===== config.mk =====
export PLATFORM = sky130hd
export DESIGN_NAME = nibble_serial_add_ctrl_flat
export DESIGN_NICKNAME = d
export VERILOG_FILES = /design/src/rtl/nibble_serial_add_ctrl_if.sv /design/src/rtl/nibble_serial_add_ctrl.sv /design/src/flat_wrapper.sv
export SDC_FILE = /design/constraint.sdc
export NUM_CORES = 1
export LEC_CHECK = 0
export CAP_MARGIN = 5
export CELL_PAD_IN_SITES_DETAIL_PLACEMENT = 0
export CELL_PAD_IN_SITES_GLOBAL_PLACEMENT = 1
export CORE_UTILIZATION = 41
export DETAILED_ROUTE_END_ITERATION = 10
export PLACE_DENSITY_LB_ADDON = 0.1
export SYNTH_ARGS = -nofsm -noshare
export SYNTH_HDL_FRONTEND = slang
export SYNTH_SLANG_ARGS = --single-unit

===== constraint.sdc =====
create_clock -name clk -period 6.32 [get_ports clk]
set_input_delay 1.264 -clock clk [delete_from_list [all_inputs] [get_ports clk]]
set_output_delay 1.264 -clock clk [all_outputs]
set_load 0.005 [all_outputs]

===== src/rtl/nibble_serial_add_ctrl_if.sv =====
// rtl/nibble_serial_add_ctrl_if.sv - operand/result handshake bundle for the nibble-serial adder
interface nibble_serial_add_ctrl_if #(
    parameter int WIDTH = 16
);
    logic             in_valid;
    logic             in_ready;
    logic [WIDTH-1:0] a;
    logic [WIDTH-1:0] b;
    logic             ci;
    logic             out_valid;
    logic             out_ready;
    logic [WIDTH-1:0] s;
    logic             co;
    logic             ovf;
    logic             busy;

    modport master (
        output in_valid, a, b, ci, out_ready,
        input  in_ready, out_valid, s, co, ovf, busy
    );

    modport slave (
        input  in_valid, a, b, ci, out_ready,
        output in_ready, out_valid, s, co, ovf, busy
    );
endinterface


===== src/rtl/nibble_serial_add_ctrl.sv =====
// rtl/nibble_serial_add_ctrl.sv - wide add sequenced through one shared 4-bit ripple adder
module fa4 (
    input  logic [3:0] x_i,
    input  logic [3:0] y_i,
    input  logic       c_i,
    output logic [3:0] s_o,
    output logic       c_o
);
    logic [4:0] c;

    always_comb begin
        c    = '0;
        s_o  = '0;
        c[0] = c_i;
        for (int i = 0; i < 4; i++) begin
            s_o[i]   = x_i[i] ^ y_i[i] ^ c[i];
            c[i+1]   = (x_i[i] & y_i[i]) | (c[i] & (x_i[i] ^ y_i[i]));
        end
        c_o = c[4];
    end
endmodule

module nibble_serial_add_ctrl #(
    parameter int WIDTH = 16
) (
    input  logic                            clk,
    input  logic                            rst,
    nibble_serial_add_ctrl_if.slave         bus
);
    localparam int NIB = WIDTH / 4;
    localparam int CW  = (NIB > 1) ? $clog2(NIB) : 1;
    localparam logic [CW-1:0] LAST = CW'(NIB - 1);

    typedef enum logic [1:0] {IDLE, RUN, DONE} state_t;

    state_t           state_q, state_d;
    logic [CW-1:0]    cnt_q, cnt_d;
    logic             carry_q, carry_d;
    logic [WIDTH-1:0] a_sh_q, a_sh_d;
    logic [WIDTH-1:0] b_sh_q, b_sh_d;
    logic             a_msb_q, a_msb_d;
    logic             b_msb_q, b_msb_d;
    logic [WIDTH-1:0] s_q, s_d;
    logic             co_q, co_d;
    logic             ovf_q, ovf_d;

    logic [3:0]       fa_s;
    logic             fa_co;

    fa4 fa4_inst (
        .x_i (a_sh_q[3:0]),
        .y_i (b_sh_q[3:0]),
        .c_i (carry_q),
        .s_o (fa_s),
        .c_o (fa_co)
    );

    always_ff @(posedge clk) begin
        if (rst) begin
            state_q <= IDLE;
            cnt_q   <= '0;
            carry_q <= 1'b0;
            a_sh_q  <= '0;
            b_sh_q  <= '0;
            a_msb_q <= 1'b0;
            b_msb_q <= 1'b0;
            s_q     <= '0;
            co_q    <= 1'b0;
            ovf_q   <= 1'b0;
        end else begin
            state_q <= state_d;
            cnt_q   <= cnt_d;
            carry_q <= carry_d;
            a_sh_q  <= a_sh_d;
            b_sh_q  <= b_sh_d;
            a_msb_q <= a_msb_d;
            b_msb_q <= b_msb_d;
            s_q     <= s_d;
            co_q    <= co_d;
            ovf_q   <= ovf_d;
        end
    end

    always_comb begin
        state_d = state_q;
        cnt_d   = cnt_q;
        carry_d = carry_q;
        a_sh_d  = a_sh_q;
        b_sh_d  = b_sh_q;
        a_msb_d = a_msb_q;
        b_msb_d = b_msb_q;
        s_d     = s_q;
        co_d    = co_q;
        ovf_d   = ovf_q;

        unique case (state_q)
            IDLE: begin
                if (bus.in_valid) begin
                    a_sh_d  = bus.a;
                    b_sh_d  = bus.b;
                    a_msb_d = bus.a[WIDTH-1];
                    b_msb_d = bus.b[WIDTH-1];
                    carry_d = bus.ci;
                    cnt_d   = '0;
                    state_d = RUN;
                end
            end
            RUN: begin
                s_d[{cnt_q, 2'b00} +: 4] = fa_s;
                carry_d = fa_co;
                a_sh_d  = a_sh_q >> 4;
                b_sh_d  = b_sh_q >> 4;
                cnt_d   = cnt_q + 1'b1;
                if (cnt_q == LAST) begin
                    // fa_s[3] is the final sum MSB on the last nibble
                    co_d    = fa_co;
                    ovf_d   = (a_msb_q == b_msb_q) && (fa_s[3] != a_msb_q);
                    cnt_d   = '0;
                    state_d = DONE;
                end
            end
            DONE: begin
                if (bus.out_ready) begin
                    state_d = IDLE;
                end
            end
            default: state_d = IDLE;
        endcase
    end

    assign bus.in_ready  = (state_q == IDLE) && !rst;
    assign bus.out_valid = (state_q == DONE);
    assign bus.busy      = (state_q == RUN);
    assign bus.s         = s_q;
    assign bus.co        = co_q;
    assign bus.ovf       = ovf_q;
endmodule


===== src/flat_wrapper.sv =====
// flat-port wrapper written by rule: the top's interface ports become plain ports
module nibble_serial_add_ctrl_flat 
#(
    parameter int WIDTH = 16
)
  (clk, rst, bus_in_valid, bus_a, bus_b, bus_ci, bus_out_ready, bus_in_ready, bus_out_valid, bus_s, bus_co, bus_ovf, bus_busy);
  nibble_serial_add_ctrl_if #(.WIDTH(WIDTH)) bus_i ();
  input  logic clk;
  input  logic rst;
  input wire logic [$bits(bus_i.in_valid)-1:0] bus_in_valid;
  input wire logic [$bits(bus_i.a)-1:0] bus_a;
  input wire logic [$bits(bus_i.b)-1:0] bus_b;
  input wire logic [$bits(bus_i.ci)-1:0] bus_ci;
  input wire logic [$bits(bus_i.out_ready)-1:0] bus_out_ready;
  output wire logic [$bits(bus_i.in_ready)-1:0] bus_in_ready;
  output wire logic [$bits(bus_i.out_valid)-1:0] bus_out_valid;
  output wire logic [$bits(bus_i.s)-1:0] bus_s;
  output wire logic [$bits(bus_i.co)-1:0] bus_co;
  output wire logic [$bits(bus_i.ovf)-1:0] bus_ovf;
  output wire logic [$bits(bus_i.busy)-1:0] bus_busy;
  assign bus_i.in_valid = bus_in_valid;
  assign bus_i.a = bus_a;
  assign bus_i.b = bus_b;
  assign bus_i.ci = bus_ci;
  assign bus_i.out_ready = bus_out_ready;
  assign bus_in_ready = bus_i.in_ready;
  assign bus_out_valid = bus_i.out_valid;
  assign bus_s = bus_i.s;
  assign bus_co = bus_i.co;
  assign bus_ovf = bus_i.ovf;
  assign bus_busy = bus_i.busy;
  nibble_serial_add_ctrl #(.WIDTH(WIDTH)) u_core (.clk(clk), .rst(rst), .bus(bus_i));
endmodule

# Word level (Yosys, flattened, before mapping)
# Index checks and enable logic that the tools add are counted.
dict set report classes {
  add_sub_neg 2
  n_mul 0
  n_div 0
  magnitude_cmp 0
  n_eq_ne 8
  shift 2
  n_mux 14
  n_bitwise 20
  n_reduce_logical 9
}
# operator n
set ops {}
lappend ops {{$pmux W16 S2} 2}
lappend ops {{$mux W16} 2}
lappend ops {{$bwmux W16} 1}
lappend ops {{$shift A4 B6 Y16 const A} 1}
lappend ops {{$shiftx A4 B6 Y16} 1}
lappend ops {{$mux W2} 5}
lappend ops {{$and A1 B1 Y1} 8}
lappend ops {{$xor A1 B1 Y1} 8}
lappend ops {{$neg A4 Y6} 1}
lappend ops {{$pmux W2 S3} 1}
lappend ops {{$reduce_and A2 Y1} 3}
lappend ops {{$eq A2 B2 Y1 const B} 2}
lappend ops {{$ne A2 B2 Y1 const B} 2}
lappend ops {{$or A1 B1 Y1} 4}
lappend ops {{$pmux W2 S2} 1}
lappend ops {{$reduce_and A3 Y1} 1}
lappend ops {{$add A2 B1 Y2 const B} 1}
lappend ops {{$eq A2 B1 Y1 const B} 1}
lappend ops {{$logic_and A1 B1 Y1} 2}
lappend ops {{$logic_not A2 Y1} 1}
lappend ops {{$ne A2 B1 Y1 const B} 1}
lappend ops {{$pmux W1 S2} 1}
lappend ops {{$reduce_bool A2 Y1} 1}
lappend ops {{$eq A1 B1 Y1} 1}
lappend ops {{other kinds (3)} 3}
dict set report totals {
  register_bits 57
  latch_bits 0
  ramBits 0
  rom_bits 0
  inputBits 37
  out_inout_bits 21
  word_cells 65
  mem_count 0
}

# Longest topological paths before layout
# Gate-level depths: netlist of run 1.
dict set report depth {
  depth_word 10
  mapped_depth 9
  mapped_depth_nobuf 9
}

# Hierarchy
# Synthesis of run 1 repeated with hierarchy kept, for this count alone.
dict set report unflattened {
  hier_cells 265
  area_unflattened_um2 2781.4
}
# module n_inst cells_each area_each_um2 seq_area_each_um2
set by_module_without_submodules {}
lappend by_module_without_submodules {nibble_serial_add_ctrl 1 251 2663.8 1141.1}
lappend by_module_without_submodules {fa4 1 14 117.6 0.0}

# Worst setup path before layout of run 1
# No wires, ideal clock.
dict set report synth_path {
  path_type {input -> output}
  start {input rst}
  end {output bus_in_ready}
  t_arrival_ps 1614
  required_ps 5056
  path_slack_ps 3442
  stages 2
  n_path_buf 1
  cell_sequence {clkbuf_1 > nor3_1}
}
dict set report synth_via {
  elab_chain_len 2
}
# element line_no
set synth_lines {}
lappend synth_lines {{from (decl)} flat_wrapper.sv:9} ;# input logic rst;
lappend synth_lines {{$logic_not A1 Y1} nibble_serial_add_ctrl.sv:131} ;# assign bus.in_ready = (state_q == IDLE) && !rst;
lappend synth_lines {{$logic_and A1 B1 Y1} nibble_serial_add_ctrl.sv:131}
lappend synth_lines {{to (decl)} flat_wrapper.sv:15} ;# output wire logic [$bits(bus_i.in_ready)-1:0] bus_in_ready;
# No other way between the ends.

# Worst setup path after layout of run 1
# Same ends and word-level chain as after synthesis.

==> results of run 1 <==
==> cells in the mapped netlist (5+ instances only) <==
cell type  count
nor2b_1        5
buf_2          9
nand4b_1       8
ha_1           6
nor2_1        39
inv_1          8
nand4_1        5
nand2_1       16
mux2i_1       27
a211oi_1      25
a21oi_1       21
dfxtp_1       57
clkbuf_1       6
a22oi_1        6
nand3b_1       7
==> sequential cells by signal, indices dropped and copies added (netlist names) <==
register        cells
u_core.a_msb_q      1
u_core.a_sh_q      16
u_core.b_msb_q      1
u_core.b_sh_q      16
u_core.bus.co       1
u_core.bus.ovf      1
u_core.bus.s       16
u_core.carry_q      1
u_core.cnt_q        2
u_core.state_q      2
==> routing by layer <==
layer | global-route usage | vias up | share of wire
met1 | 0.268 | 971 | 0.52
met3 | 0.0385 | 13 | 0.044
li1 | - | 1098 | -
met4 | 0.104 | 0 | 0.021
met2 | 0.274 | 49 | 0.42
met5 | 0 | - | 0
==> final cells by class <==
cell class,count,area (sq um)
Clock inverter,2,35.0
Clock buffer,14,173
Sequential cell,57,1140
Inverter,9,33.8
Timing Repair Buffer,58,573
Fill cell,568,2670
Multi-Input combinational cell,192,1350
Tap cell,75,93.8
==> per-stage QoR <==
stage	util	power [mW]	setup slack, ps	hold WS, ps	cells
3_3_place_gp	0.526	0.531	2390	442	391
5_1_grt	0.560	0.920	2290	468	407
2_1_floorplan	-	0.483	3440	448	279
3_5_place_dp	0.526	0.532	2400	447	391
6_report	0.560	0.877	2420	455	407
4_1_cts	0.560	0.889	2390	456	407
==> worst paths after layout <==
kind,startpoint,cells after the start,slack (ps),end
worst max-delay path,rst,3,2420,bus_in_ready
worst min-delay path,u_core.bus.s[7],2,450,u_core.bus.s[7]
worst max register to register,u_core.b_sh_q[0],8,3770,u_core.bus.ovf
worst min register to register,u_core.bus.s[7],2,450,u_core.bus.s[7]
==> power groups by stage <==
stage | Clock (mW) | Sequential [mW] | Combinational, mW
floorplan | 0 | 0.398 | 0.0856
global placement | 0 | 0.400 | 0.131
detailed placement | 0 | 0.401 | 0.131
CTS | 0.363 | 0.393 | 0.133
global route | 0.378 | 0.395 | 0.146
finish | 0.353 | 0.393 | 0.132
==> worst max-delay path: cells and delay by family <==
family,cells,cell delay (ps)
buf+inv,2,1270
simple gates,1,90
==> cells by family after synthesis <==
group	Yosys count
AO/OA/AOI/OAI	62
adder cells (fa/ha/maj)	10
buffers and inverters	30
flip-flops	57
multiplexers	27
AND/OR/NAND/NOR	93
==> results.yml, run 1 <==
placed_design:
  portBuffers: 57
  hpwl_mm: 3.77
  place_congestion: 0.713
  placed_cell_area_sq_um: 3190
cts:
  hold_buffers: 0
  clock_sinks: 57
  post-cts-setup-buffers: 0
  cts.repair.resized: 0
  clk_pin_slew_ps: 60
  cts_made_buffers: 9
  root_buffer: "clkbuf_8"
  clk_path_buf_depth: 2
  clock_latency_ps: 340
  htree_levels: 3
  cts_tree: "yes"
synthesis:
  yosys.area_share.simple: 0.193
  ys_types: 35
  synth_seq_area_share: 0.433
  synth_top_area_share: 0.433
  syn_avg_cell_area_sq_um: 9.45
  ys_top_cells_by_area: "dfxtp_1, mux2i_1, a211oi_1, nor2_1, a21oi_1"
  synth_area_sq_um: 2640
  synth_compound_area_frac: 0.156
  syn_nets: 326
  ys_warn_count: 0
  synthArstFlopShare: 0
  synth_mux_area_frac: 0.103
  synth_edf_count: 0
  synth_top_family_by_area: "simple AND/OR/NAND/NOR gates"
  synth_top_area_cell: "dfxtp_1"
  synthFlopType: "dfxtp_1"
  synth_adder_area_share: 0.0589
  syn_inst: 279
  synth_xor_area_frac: 0
  synth_seq_cells: 57
die:
  ios: 58
  initial_core_util: 0.435
  fp.coreArea_sq_um: 6060
  die_height_um: 82.2
  fp.dieW_um: 82.2
  die_area_sq_um: 6750
  rows: 28
sta:
  fin_tns_setup_ps: 0
  slew_viol_final: 0
  finalClockSkew_ps: 7.77
  finalHoldViolations: 0
  setup_viol: 0
  max_freq_mhz: 256
  slew_headroom: 0.292
  fin_crit_sh: 0.618
  tightestPinTransition_ps: 1060
  post-route-min-period_ps: 3900
  rsz0062_at_grt: "false"
detailed_routing:
  drcViolationCount: 0
  ant_nets: 0
  dr.pass1.iters: 4
  vias: 2131
  finalWirelength_mm: 5.85
  vias_per_cell: 5.24
  wire_per_inst_um: 14.4
  drt_iter0_drc: 126
global_routing:
  grt_antenna_before_repair: 0
  grt_pass1_wl_mm: 9.55
  grt_max_degree: 59
  grt_pass1_vias: 1971
  overflow: 0
  grt.total_usage: 0.191
flow_run:
  drv_cap: 0
cells_and_area:
  syn2layout_area_growth_pct: 28.8
  fin_nets: 374
  final_cell_mix: "clkdlybuf4s50_1, dfxtp_1, nor2_1"
  final_area_sq_um: 3400
  antenna_cells: 0
  drive_gt1_frac: 0.0753
worst_setup_path:
  slowest_stage: "buf_2"
  cp.required_ps: 5060
  crit_arrival_ps: 2640
  cp-end-kind: "output port"
  worst_setup_path_start_kind: "input pin"
  max_stage_delay_ps: 790
  crit_fanout: 58
  path_cells: "buf_2 > nor3_1 > clkdlybuf4s50_1"
  crit_type: "in -> out"
pwr:
  sw_frac_of_total: 0.248
  p_sw_mw: 0.218
  ir_drop_mv: 0.128
  clkPwrFrac: 0.402
  power.internal_mw: 0.659
  p_leak_nw: 1.27
  power.density_nw_per_um2: 258
  p_seq_frac: 0.448
  combPwrFrac: 0.150
min_path:
  hp-class: "reg -> reg"
run_status:
  status: "finished clean"
Note: power is estimated with default switching activity, not from simulation.
==> inputs of run 2 (changes only) <==
CORE_UTILIZATION = 38   (was 41)
clock period = 3.8 ns   (was 6.32 ns; I/O delays follow)
==> run 2 against run 1 <==
Via count grew 0.19%; clock power grew 26%; total power grew 50%; global-route usage shrank 1.4 points; clock skew is essentially flat; first-iteration DRC count shrank 53%; combinational power grew 64%; flip-flop and latch count is the same; critical path type is now reg -> out.
==> results.yml, run 2 (synthesized netlist as in run 1, its figures left out) <==
detailed_routing:
  dr.pass1.iters: 4
  drt_iter0_drc: 59
  ant_nets: 0
  wire_per_inst_um: 14.8
  finalWirelength_mm: 6.05
  vias_per_cell: 5.23
  vias: 2135
  drcViolationCount: 0
run_status:
  status: "finished clean"
cells_and_area:
  antenna_cells: 0
  syn2layout_area_growth_pct: 26.8
  final_util: 0.512
  final_cells: 408
  drive_gt1_frac: 0.0665
  final_area_sq_um: 3340
  fin_nets: 375
  final_cell_mix: "clkdlybuf4s50_1, dfxtp_1, nor2_1"
global_routing:
  overflow: 0
  grt_pass1_vias: 2019
  grt.total_usage: 0.177
  grt_pass1_wl_mm: 9.97
  grt_max_degree: 58
  grt_antenna_before_repair: 0
die:
  fp.coreArea_sq_um: 6530
  fp.dieW_um: 85.3
  die_area_sq_um: 7270
  ios: 58
  die_height_um: 85.3
  initial_core_util: 0.404
  rows: 29
worst_setup_path:
  cp.required_ps: 3040
  path_cells: "nor2b_1 > clkdlybuf4s50_1"
  crit_fanout: 22
  worst_setup_path_start_kind: "register"
  crit_arrival_ps: 1970
  cp-end-kind: "output port"
  max_stage_delay_ps: 670
  slowest_stage: "dfxtp_2"
  crit_type: "reg -> out"
cts:
  root_buffer: "clkbuf_8"
  cts.repair.resized: 0
  htree_levels: 3
  cts_made_buffers: 9
  clock_latency_ps: 330
  cts_tree: "yes"
  hold_buffers: 0
  clk_path_buf_depth: 2
  post-cts-setup-buffers: 0
  clock_sinks: 57
  clk_pin_slew_ps: 60
sta:
  slew_viol_final: 0
  post-route-min-period_ps: 2730
  setup_viol: 0
  fin_crit_sh: 0.719
  fin_tns_setup_ps: 0
  slew_headroom: 0.356
  rsz0062_at_grt: "false"
  finalClockSkew_ps: 7.66
  max_freq_mhz: 366
  finalHoldViolations: 0
  tightestPinTransition_ps: 966
placed_design:
  hpwl_mm: 4.03
  dp.cells: 394
  portBuffers: 57
  place_congestion: 0.711
  placed_cell_area_sq_um: 3200
pwr:
  ir_drop_mv: 0.159
  p_leak_nw: 1.24
  power_mw: 1.32
  power.density_nw_per_um2: 395
min_path:
  hp-class: "reg -> reg"
flow_run:
  drv_cap: 0
## run 2: changes by cell type in the layout (fill, tap and decap cells not counted), sizes merged
cell and delta:
clkbuf -1, buf +1, bufinv -1
## run 2: final timing paths
path                           from               end  slack, ps  cells past startpoint
setup / recovery  u_core.state_q[0]          bus_busy       1070                      2
hold / removal      u_core.bus.s[6]   u_core.bus.s[6]        450                      2
setup reg to reg   u_core.b_sh_q[0]  u_core.bus.s[15]       1240                      9
hold reg to reg     u_core.bus.s[6]   u_core.bus.s[6]        450                      2
## run 2: report_power, final
| group | switching (mW) | internal, mW |
|---|---|---|
| Clock | 0.215 | 0.229 |
| Combinational | 0.108 | 0.109 |
| Sequential | 0.0264 | 0.633 |
## run 2: cell type report
type	count	area (sq um)
fillers	614	3190
multi-input cells	192	1350
flip-flops and latches	57	1140
repair buffers	59	581
clock buffers	13	139
well taps	77	96.3
inverters	9	33.8
clock inverters	1	5.00
## run 2: per-stage QoR
stage	hold WS [ps]	worst slack [ps]
final	450	1070
after global routing	476	938
after CTS	453	1050
after detailed placement	445	1250
after global placement	443	1290
after floorplan	448	1470
## run 2: metal layers
layer,share of wire,up-vias,GRT usage
met5,0,-,0
met4,0.015,0,0.0727
met3,0.049,9,0.0428
met2,0.41,51,0.253
met1,0.53,982,0.255
li1,-,1093,-
## run 2: critical path, delay by kind of cell, from the launching register on
kind	cells	cell delay, ps
buffers and inverters	1	580
AND/OR/NAND/NOR	1	410
flip-flops	1	670
